==> src/rtl/dct_pkg.sv <==
// Shared helpers for the 8-point Chen DCT: cosine constants, accumulator sizing, row counter type.
package dct_pkg;

    localparam int ROWS_PER_BLOCK = 8;

    typedef logic [2:0] row_cnt_t;

    // Accumulator must hold a sum of four constant*difference products plus headroom.
    function automatic int acc_w(input int in_w, input int const_w);
        return in_w + const_w + 4;
    endfunction

    // round(0.5*cos(k*pi/16)*2^frac) using cos values pre-scaled by 2^30.
    function automatic int cos_const(input int k, input int frac);
        longint cos_q30;
        case (k)
            1:       cos_q30 = 64'sd1053110176;
            2:       cos_q30 = 64'sd992008095;
            3:       cos_q30 = 64'sd892783698;
            4:       cos_q30 = 64'sd759250125;
            5:       cos_q30 = 64'sd596538996;
            6:       cos_q30 = 64'sd410903207;
            7:       cos_q30 = 64'sd209476638;
            default: cos_q30 = 64'sd0;
        endcase
        return int'((cos_q30 * (64'sd1 <<< frac) + (64'sd1 <<< 30)) >>> 31);
    endfunction

endpackage

==> src/rtl/dct_round_sat.sv <==
// Rounds an accumulator to integer and saturates (DCT8_SAT_EN) or wraps it to OUT_W; flags overflow.
module dct_round_sat #(
    parameter int ACC_W = 30,
    parameter int FRAC  = 8,
    parameter int OUT_W = 16
) (
    input  logic signed [ACC_W-1:0] acc,
    output logic        [OUT_W-1:0] y,
    output logic                    ovf
);

    localparam logic signed [ACC_W:0] HALF  = {{(ACC_W + 1 - FRAC){1'b0}}, 1'b1, {(FRAC - 1){1'b0}}};
    localparam logic signed [ACC_W:0] MAX_V = {{(ACC_W + 2 - OUT_W){1'b0}}, {(OUT_W - 1){1'b1}}};
    localparam logic signed [ACC_W:0] MIN_V = ~MAX_V;
    localparam logic [OUT_W-1:0] Y_MAX = {1'b0, {(OUT_W - 1){1'b1}}};
    localparam logic [OUT_W-1:0] Y_MIN = {1'b1, {(OUT_W - 1){1'b0}}};

    logic signed [ACC_W:0] sum;
    logic signed [ACC_W:0] rnd;

    always_comb begin
        // One extra bit so adding the rounding half can never overflow.
        sum = {acc[ACC_W-1], acc} + HALF;
        rnd = sum >>> FRAC;
        ovf = (rnd > MAX_V) || (rnd < MIN_V);
`ifdef DCT8_SAT_EN
        if (rnd > MAX_V)      y = Y_MAX;
        else if (rnd < MIN_V) y = Y_MIN;
        else                  y = rnd[OUT_W-1:0];
`else
        y = rnd[OUT_W-1:0];
`endif
    end

endmodule

==> src/rtl/dct8_chen_stream.sv <==
// Streaming 8-point 1-D forward DCT (Chen butterflies), 3-stage pipeline with full backpressure.
// Define DCT8_SAT_EN to saturate outputs and enable the sticky sat_flag; otherwise outputs wrap.
module dct8_chen_stream
    import dct_pkg::*;
#(
    parameter int IN_W    = 16,
    parameter int CONST_W = 10,
    parameter int FRAC    = 8,
    parameter int OUT_W   = 16
) (
    input  logic                  clk,
    input  logic                  rst,
    input  logic                  clr,
    input  logic                  in_valid,
    output logic                  in_ready,
    input  logic [7:0][IN_W-1:0]  in_data,
    output logic                  out_valid,
    input  logic                  out_ready,
    output logic [7:0][OUT_W-1:0] out_data,
    output logic                  out_last,
    output logic                  sat_flag
);

    localparam int ACC_W = acc_w(IN_W, CONST_W);

    if (CONST_W < FRAC + 2) begin : g_const_w_check
        $error("dct8_chen_stream: CONST_W must be at least FRAC+2");
    end

    // Stage-1 butterfly vector and stage-2 accumulator vector element types.
    typedef logic signed [IN_W:0]    s1_t;
    typedef logic signed [ACC_W-1:0] acc_t;

    localparam logic signed [CONST_W-1:0] K1 = CONST_W'(cos_const(1, FRAC));
    localparam logic signed [CONST_W-1:0] K2 = CONST_W'(cos_const(2, FRAC));
    localparam logic signed [CONST_W-1:0] K3 = CONST_W'(cos_const(3, FRAC));
    localparam logic signed [CONST_W-1:0] K4 = CONST_W'(cos_const(4, FRAC));
    localparam logic signed [CONST_W-1:0] K5 = CONST_W'(cos_const(5, FRAC));
    localparam logic signed [CONST_W-1:0] K6 = CONST_W'(cos_const(6, FRAC));
    localparam logic signed [CONST_W-1:0] K7 = CONST_W'(cos_const(7, FRAC));
    localparam acc_t C1 = acc_t'(K1), C2 = acc_t'(K2), C3 = acc_t'(K3), C4 = acc_t'(K4);
    localparam acc_t C5 = acc_t'(K5), C6 = acc_t'(K6), C7 = acc_t'(K7);

    logic v1, v2, v3, en;
    s1_t  s_d [4], d_d [4], s_q [4], d_q [4];
    acc_t e0, e1, e2, e3;
    acc_t dd    [4];
    acc_t acc_d [8], acc_q [8];
    logic [7:0][OUT_W-1:0] y_d;
    logic [7:0] ovf;
    row_cnt_t row_cnt;

    // Whole pipeline freezes while the output row is held; bubbles travel with it.
    assign en        = !v3 || out_ready;
    assign in_ready  = en && !clr;
    assign out_valid = v3;
    assign out_last  = v3 && (row_cnt == row_cnt_t'(ROWS_PER_BLOCK - 1));

    always_comb begin
        for (int k = 0; k < 4; k++) begin
            s_d[k] = s1_t'($signed(in_data[k])) + s1_t'($signed(in_data[7-k]));
            d_d[k] = s1_t'($signed(in_data[k])) - s1_t'($signed(in_data[7-k]));
            dd[k]  = acc_t'(d_q[k]);
        end
        e0 = acc_t'(s_q[0]) + acc_t'(s_q[3]);
        e1 = acc_t'(s_q[1]) + acc_t'(s_q[2]);
        e2 = acc_t'(s_q[0]) - acc_t'(s_q[3]);
        e3 = acc_t'(s_q[1]) - acc_t'(s_q[2]);
        acc_d[0] = C4 * (e0 + e1);
        acc_d[4] = C4 * (e0 - e1);
        acc_d[2] = C2 * e2 + C6 * e3;
        acc_d[6] = C6 * e2 - C2 * e3;
        acc_d[1] = C1 * dd[0] + C3 * dd[1] + C5 * dd[2] + C7 * dd[3];
        acc_d[3] = C3 * dd[0] - C7 * dd[1] - C1 * dd[2] - C5 * dd[3];
        acc_d[5] = C5 * dd[0] - C1 * dd[1] + C7 * dd[2] + C3 * dd[3];
        acc_d[7] = C7 * dd[0] - C5 * dd[1] + C3 * dd[2] - C1 * dd[3];
    end

    for (genvar i = 0; i < 8; i++) begin : g_round
        dct_round_sat #(.ACC_W(ACC_W), .FRAC(FRAC), .OUT_W(OUT_W)) u_round_sat (
            .acc (acc_q[i]),
            .y   (y_d[i]),
            .ovf (ovf[i])
        );
    end

    // NOTE: sequential state uses non-blocking assignments so every stage samples pre-edge values.
    always_ff @(posedge clk or posedge rst) begin
        if (rst) begin
            v1      <= 1'b0;
            v2      <= 1'b0;
            v3      <= 1'b0;
            row_cnt <= '0;
            out_data <= '0;
            // NOTE: datapath registers are reset too, so out_data reads 0 out of reset.
            for (int k = 0; k < 4; k++) begin
                s_q[k] <= '0;
                d_q[k] <= '0;
            end
            for (int k = 0; k < 8; k++) acc_q[k] <= '0;
        end else if (clr) begin
            v1      <= 1'b0;
            v2      <= 1'b0;
            v3      <= 1'b0;
            row_cnt <= '0;
        end else begin
            if (en) begin
                v1 <= in_valid;
                v2 <= v1;
                v3 <= v2;
                if (in_valid) begin
                    for (int k = 0; k < 4; k++) begin
                        s_q[k] <= s_d[k];
                        d_q[k] <= d_d[k];
                    end
                end
                if (v1) begin
                    for (int k = 0; k < 8; k++) acc_q[k] <= acc_d[k];
                end
                if (v2) out_data <= y_d;
            end
            if (v3 && out_ready) row_cnt <= row_cnt + 1'b1;
        end
    end

`ifdef DCT8_SAT_EN
    logic sat_q;
    always_ff @(posedge clk or posedge rst) begin
        if (rst)                     sat_q <= 1'b0;
        else if (clr)                sat_q <= 1'b0;
        else if (en && v2 && |ovf)   sat_q <= 1'b1;
    end
    assign sat_flag = sat_q;
`else
    logic unused_ovf;
    assign unused_ovf = ^ovf;
    assign sat_flag   = 1'b0;
`endif

endmodule
==> config.mk <==
export PLATFORM = sky130hd
export DESIGN_NAME = dct8_chen_stream
export DESIGN_NICKNAME = d
export VERILOG_FILES = /design/src/rtl/dct_pkg.sv /design/src/rtl/dct_round_sat.sv /design/src/rtl/dct8_chen_stream.sv
export SDC_FILE = /design/constraint.sdc
export NUM_CORES = 2
export LEC_CHECK = 0
export BUFFER_PORTS_ARGS = -buffer_cell sky130_fd_sc_hd__buf_2
export CORE_AREA = 4 4 523 318
export DETAILED_ROUTE_END_ITERATION = 8
export DIE_AREA = 0 0 527 322
export GPL_TIMING_DRIVEN = 0
export PLACE_DENSITY = 0.81
export SYNTH_ARGS = -nofsm -noshare
export SYNTH_HDL_FRONTEND = slang
export SYNTH_SLANG_ARGS = --single-unit
==> constraint.sdc <==
create_clock -name clk -period 10.91 [get_ports clk]
set_input_delay 0.5455 -clock clk [delete_from_list [all_inputs] [get_ports clk]]
set_output_delay 0.5455 -clock clk [all_outputs]
set_load 0.03 [all_outputs]
## Word level (Yosys, flattened, before mapping)

Index checks and enable logic that the tools add are counted.

- Register bits after elaboration: 462
- Input bits: 133
- Output and inout bits: 132
- Logic and storage cells: 108

- Add/sub/neg operators: 37
- Multipliers: 22
- Eq/ne operators: 1
- Mux-type cells: 8
- Bitwise logic cells: 1
- Reductions and logical operators: 11

Operator list:

| operator | number |
|---|---|
| adder 24 x 9 -> 24 bit (second input constant) | 8 |
| multiplier 7 x 17 -> 23 bit (first input constant) | 8 |
| adder 24 bit | 5 |
| subtractor 24 bit | 5 |
| multiplier 8 x 17 -> 24 bit (first input constant) | 4 |
| multiplier 6 x 17 -> 23 bit (first input constant) | 4 |
| adder 16 x 16 -> 17 bit | 4 |
| subtractor 16 x 16 -> 17 bit | 4 |
| adder 24 x 23 -> 24 bit | 2 |
| multiplier 7 x 18 -> 24 bit (first input constant) | 2 |
| multiplier 8 x 19 -> 24 bit (first input constant) | 2 |
| multiplier 7 x 18 -> 23 bit (first input constant) | 2 |
| adder 17 x 17 -> 18 bit | 2 |
| subtractor 17 x 17 -> 18 bit | 2 |
| subtractor 23 x 24 -> 24 bit | 1 |
| subtractor 24 x 23 -> 24 bit | 1 |
| adder 18 x 18 -> 19 bit | 1 |
| subtractor 18 x 18 -> 19 bit | 1 |
| AND reduction 3 bit | 3 |
| 2-to-1 mux 1 bit | 6 |
| 2-to-1 mux 3 bit | 2 |
| nonzero test 2 bit | 2 |
| adder 3 x 1 -> 3 bit (second input constant) | 1 |
| equality test 3 bit (second input constant) | 1 |
| other kinds (4) | 7 |

## Logic depth before layout (Yosys ltp)

- Word-level depth: 4
- Mapped depth: 43
- Gate-level depth less buffers: 43

## Cells and area by module

Synthesis repeated with hierarchy kept, for this count alone.

- Cells, all modules: 10045
- Area, all modules: 91474.0 sq um

Modules (own cells, without submodules):

| module | instances | cells each | area each (sq um) | seq. area each (sq um) |
|---|---|---|---|---|
| dct8_chen_stream | 1 | 9453 | 87520.2 | 12136.6 |
| dct_round_sat | 8 | 74 | 494.2 | 0.0 |

## Worst setup path after synthesis

Ideal clock, no wire load.

- Path type: flip-flop to flip-flop
- Start point: register s_q[34] in the netlist's numbering
- End point: register acc_q[53] in the netlist's numbering
- Setup time: 76 ps
- Arrival: 9776 ps
- Required time: 10834 ps
- Slack: 1058 ps
- Stages on the path, launching flop included: 41
- Path buffers: 0
- Clock period less this slack: 9852 ps
- Path through: dfrtp_1 -> inv_1 -> ha_1 -> inv_1 -> fa_1 -> a21o_1 -> a21oi_1 -> o21bai_1 -> a21oi_1 -> o21bai_1 -> a21oi_1 -> xor2_1 -> inv_1 -> ha_1 -> fa_1 -> fa_1 -> inv_1 -> fa_1 -> [5 not listed] -> ha_1 -> inv_1 -> fa_1 -> fa_1 -> inv_1 -> ha_1 -> ha_1 -> a21o_2 -> a21oi_1 -> nor4b_2 -> a221oi_2 -> o41ai_4 -> o21ai_2 -> or4_1 -> a31oi_1 -> xnor3_1 -> xor2_1 -> o21ai_1

- Cells in the longest elaborated chain, start to end: 3

Ends and longest elaborated chain:

| element | RTL line | RTL |
|---|---|---|
| from (decl) | dct8_chen_stream.sv:45 | `s1_t s_d [4], d_d [4], s_q [4], d_q [4];` |
| from (signal, indexed assignment) | dct8_chen_stream.sv:113 | `s_q[k] <= s_d[k];` |
| subtractor 17 x 17 -> 18 bit | dct8_chen_stream.sv:68 | `e3 = acc_t'(s_q[1]) - acc_t'(s_q[2]);` |
| multiplier 7 x 18 -> 23 bit | dct8_chen_stream.sv:72 | `acc_d[6] = C6 * e2 - C2 * e3;` |
| subtractor 24 bit | dct8_chen_stream.sv:72 |  |
| to (decl) | dct8_chen_stream.sv:48 | `acc_t acc_d [8], acc_q [8];` |

Every way passes these cells.
A chain may end at the register's enable or synchronous reset.

## Final worst setup path

- Start point: register d_q[42] in the netlist's numbering
- End point: register acc_q[81] in the netlist's numbering

- Cells in the longest elaborated chain, start to end: 4

Ends and longest elaborated chain:

| element | RTL line | RTL |
|---|---|---|
| from (decl) | dct8_chen_stream.sv:45 |  |
| from (signal, indexed assignment) | dct8_chen_stream.sv:114 | `d_q[k] <= d_d[k];` |
| multiplier 7 x 17 -> 23 bit | dct8_chen_stream.sv:75 | `acc_d[5] = C5 * dd[0] - C1 * dd[1] + C7 * dd[2] + C3 * dd[3];` |
| subtractor 24 bit | dct8_chen_stream.sv:75 |  |
| adder 24 x 23 -> 24 bit | dct8_chen_stream.sv:75 |  |
| adder 24 bit | dct8_chen_stream.sv:75 |  |

Every way passes these cells.

==> flow_metrics.py <==
metrics = {
    "placed_design": {
        "gp_congestion": 1.12,
        "placed_cells": 11272,
        "place_hpwl_mm": 259,
        "dp_slack_ns": -1.24,
        "port_buffers": 263,
    },
    "critical_path": {
        "regToRegEndpoint": "acc_q[81]$_DFFE_PP0P_",
        "critPathMaxFanout": 9,
        "r2r-start": "d_q[42]$_DFFE_PP0P_",
        "crit_path_end": "acc_q[81]$_DFFE_PP0P_",
        "cp_top_family": "adder cells",
        "critPathLaunch": "d_q[42]$_DFFE_PP0P_",
        "cp.required_ns": 11.37,
        "crit_path_end_kind": "register",
        "slowest_stage": "xnor2_2",
        "crit_top_cell": "fa_1",
        "path_class": "register to register",
        "slowest_delay_ns": 0.91,
        "reg2reg_slack_ns": 0.003,
        "path_buf_inv": 4,
        "cp-start-kind": "register",
        "crit_arrival_ns": 11.37,
        "reg2reg_depth": 30,
        "path_depth": 30,
    },
    "routing": {
        "met3_length_mm": 62.5,
        "first_pass_iters": 9,
        "wl_per_cell_um": 25.8,
        "avgViaCountPerCell": 5.76,
        "postRouteWirelength_mm": 296,
        "dr_wl_met2_mm": 100,
        "via_count": 66192,
        "drc": 0,
        "top_layer": "met5",
        "drt-initial-drc-count": 7479,
        "drt-met1-wl_mm": 124,
        "antenna_left": 0,
    },
    "timing": {
        "fin_ws_ns": 0.00287,
        "max_freq_mhz": 91.7,
        "slew_viol_final": 28,
        "max_slew_margin_pct": -18.2,
        "worst_pin_slew_ns": 1.76,
        "setup_viol": 0,
        "final_hold_viol_count": 0,
        "fin_crit_ns": 10.91,
        "fin_setup_tns_ns": 0,
        "period_share_pct": 100,
        "clock_skew_ns": 0.0564,
    },
    "global_route": {
        "overflow": 0,
        "grt_pass1_vias": 63664,
        "grt_max_degree": 46,
        "grt_use_total_pct": 34.4,
        "grt_pass1_wl_mm": 425,
        "antenna_found_initial": 41,
    },
    "floorplanning": {
        "die_w_um": 527,
        "core_area_um2": 161000,
        "die-area_um2": 170000,
        "std_cell_rows": 114,
        "die_height_um": 322,
        "start_util_pct": 50.0,
        "io_pins": 265,
    },
    "cells_and_area": {
        "utilization_pct": 54.5,
        "fin_nets": 11860,
        "drive_gt1_share_pct": 6.92,
        "syn_to_final_growth_pct": 9.03,
        "fin_cells": 11486,
        "most-common-layout-cells": "inv_1 (2159), ha_1 (1366), fa_1 (1103)",
        "final_common_cell": "inv_1",
    },
    "yosys": {
        "async_flop_share_pct": 100,
        "synth.area.top_cells": "fa_1 (28%), ha_1 (21%), dfrtp_1 (13%)",
        "synth_fp_nets": 11460,
        "syn_inst": 8849,
        "yosysTopAreaCell": "fa_1",
        "synth_top_family_by_area": "adder cells",
        "synth-seq-area-share_pct": 12.5,
        "yosys.area.top_type_share_pct": 27.6,
        "synthAdderAreaFrac_pct": 48.9,
        "postSynthAreaPerCell_um2": 9.08,
        "ys_seq_elements": 402,
        "synth_area_um2": 80400,
        "ys_warn_count": 0,
        "synth_compound_area_share_pct": 10.6,
        "synth-edff-count": 0,
        "synthMuxAreaShare_pct": 0.489,
        "ys_types": 87,
        "synth_ff_type": "dfrtp_1",
        "synth-simple-area-share_pct": 8.83,
        "synthXorXnorAreaFrac_pct": 7.73,
    },
    "clocking": {
        "clock_latency_ns": 0.66,
        "cts.clk_slew.worst_paths_ns": 0.07,
        "cts.path.max_buffers": 3,
        "cts-buffers-inserted": 43,
        "cts.sinks": 402,
        "root_buffer": "clkbuf_16",
        "htreeDepth": 2,
        "cts_tree": "done",
    },
    "hold_path": {
        "min_path_type": "input port to register",
    },
    "status": {
        "violations": "capacitance limit, slew limit",
        "status": "finished, violations left",
    },
    "job": {
        "cap_violations": 15,
    },
}
-- per-stage QoR --
step	hold slack (ns)	instance area, µm²
after floorplan	0.450	80400
after global placement	0.460	84400
after detailed placement	0.466	84700
after CTS	0.0908	86600
after global routing	0.119	87500
final	0.122	87600
-- state kept, by name, indices dropped and copies added, names as in the netlist --
register / cells
out_valid: 1
acc_q: 136
v1: 1
d_q: 66
v2: 1
s_q: 66
row_cnt: 3
out_data: 128
-- repair_timing --
| item | 4_1_cts | 5_1_grt |
|---|---|---|
| buffers inserted | 22 | 53 |
| resized for setup | 80 | 83 |
| setup endpoints to repair | 22 | 19 |
| hold endpoints to repair | 7 | 0 |
| cloned | 0 | 0 |
| pin swaps | 2 | 17 |
| hold buffers | 1 | 0 |
-- final cells by class --
class                   instances  area, µm²
flip-flops and latches        402      10200
plain buffers                 143        556
well taps                    2146       2690
diodes                         59        148
clock inverters                25        353
multi-input cells            6123      62200
clock buffers                  52       1140
inverters                    2180       8250
repair buffers                356       2170
fillers                     14172      73100
-- worst min-delay path by stage --
stage	endpoint	slack (ns)	from	cells after the start
after floorplan	acc_q[108]$_DFFE_PP0P_	0.45	acc_q[108]$_DFFE_PP0P_	2
after detailed placement	out_data[39]$_DFFE_PP0P_	0.47	out_data[39]$_DFFE_PP0P_	2
after global routing	row_cnt[1]$_DFFE_PP0P_	0.12	clr	2
final	row_cnt[2]$_DFFE_PP0P_	0.12	clr	2
after global placement	out_data[7]$_DFFE_PP0P_	0.46	out_data[7]$_DFFE_PP0P_	2
after CTS	row_cnt[2]$_DFFE_PP0P_	0.09	clr	2
-- cell usage after synthesis (all sizes together) (8+ instances only) --
cell,number
nor3b,11
nor2b,71
mux2i,19
buf,10
a21boi,14
xnor2,416
ha,1370
o311ai,12
a31o,8
fa,1108
nand3,133
dfrtp,402
and4,20
or3,42
and2,21
o221ai,8
clkbuf,134
nor2,363
o31ai,49
a21oi,343
o21ba,8
and3,73
o211ai,20
xor2,278
a31oi,23
a2111oi,12
o41ai,17
o22ai,17
a211oi,43
mux2,18
inv,2179
o31a,12
nor3,113
o21a,50
nand2,539
a221oi,11
o21bai,76
nand4,32
nand2b,53
o2111ai,10
nor4,10
o21ai,508
a21o,87
or2,22
-- layer usage --
layer	global-route usage, %	up-vias
met4	6.89	40
met3	25.8	449
met2	40.4	4135
met1	47.6	32636
met5	10.6	-
li1	-	28932
-- cells by family (layout without fill, tap and decap cells) --
kind of cell | Yosys count | after routing
buffers and inverters | 2324 | 2756
and+or+nand+nor | 1526 | 1526
muxes | 37 | 37
adders and majority gates | 2478 | 2478
AOI/OAI and AO/OA | 1381 | 1381
DFF | 402 | 402
xor gates and xnor gates | 700 | 700
other | 1 | 60
Power is not shown: default switching activity piles up to over one toggle a cycle in this logic, so the estimate is an artifact.
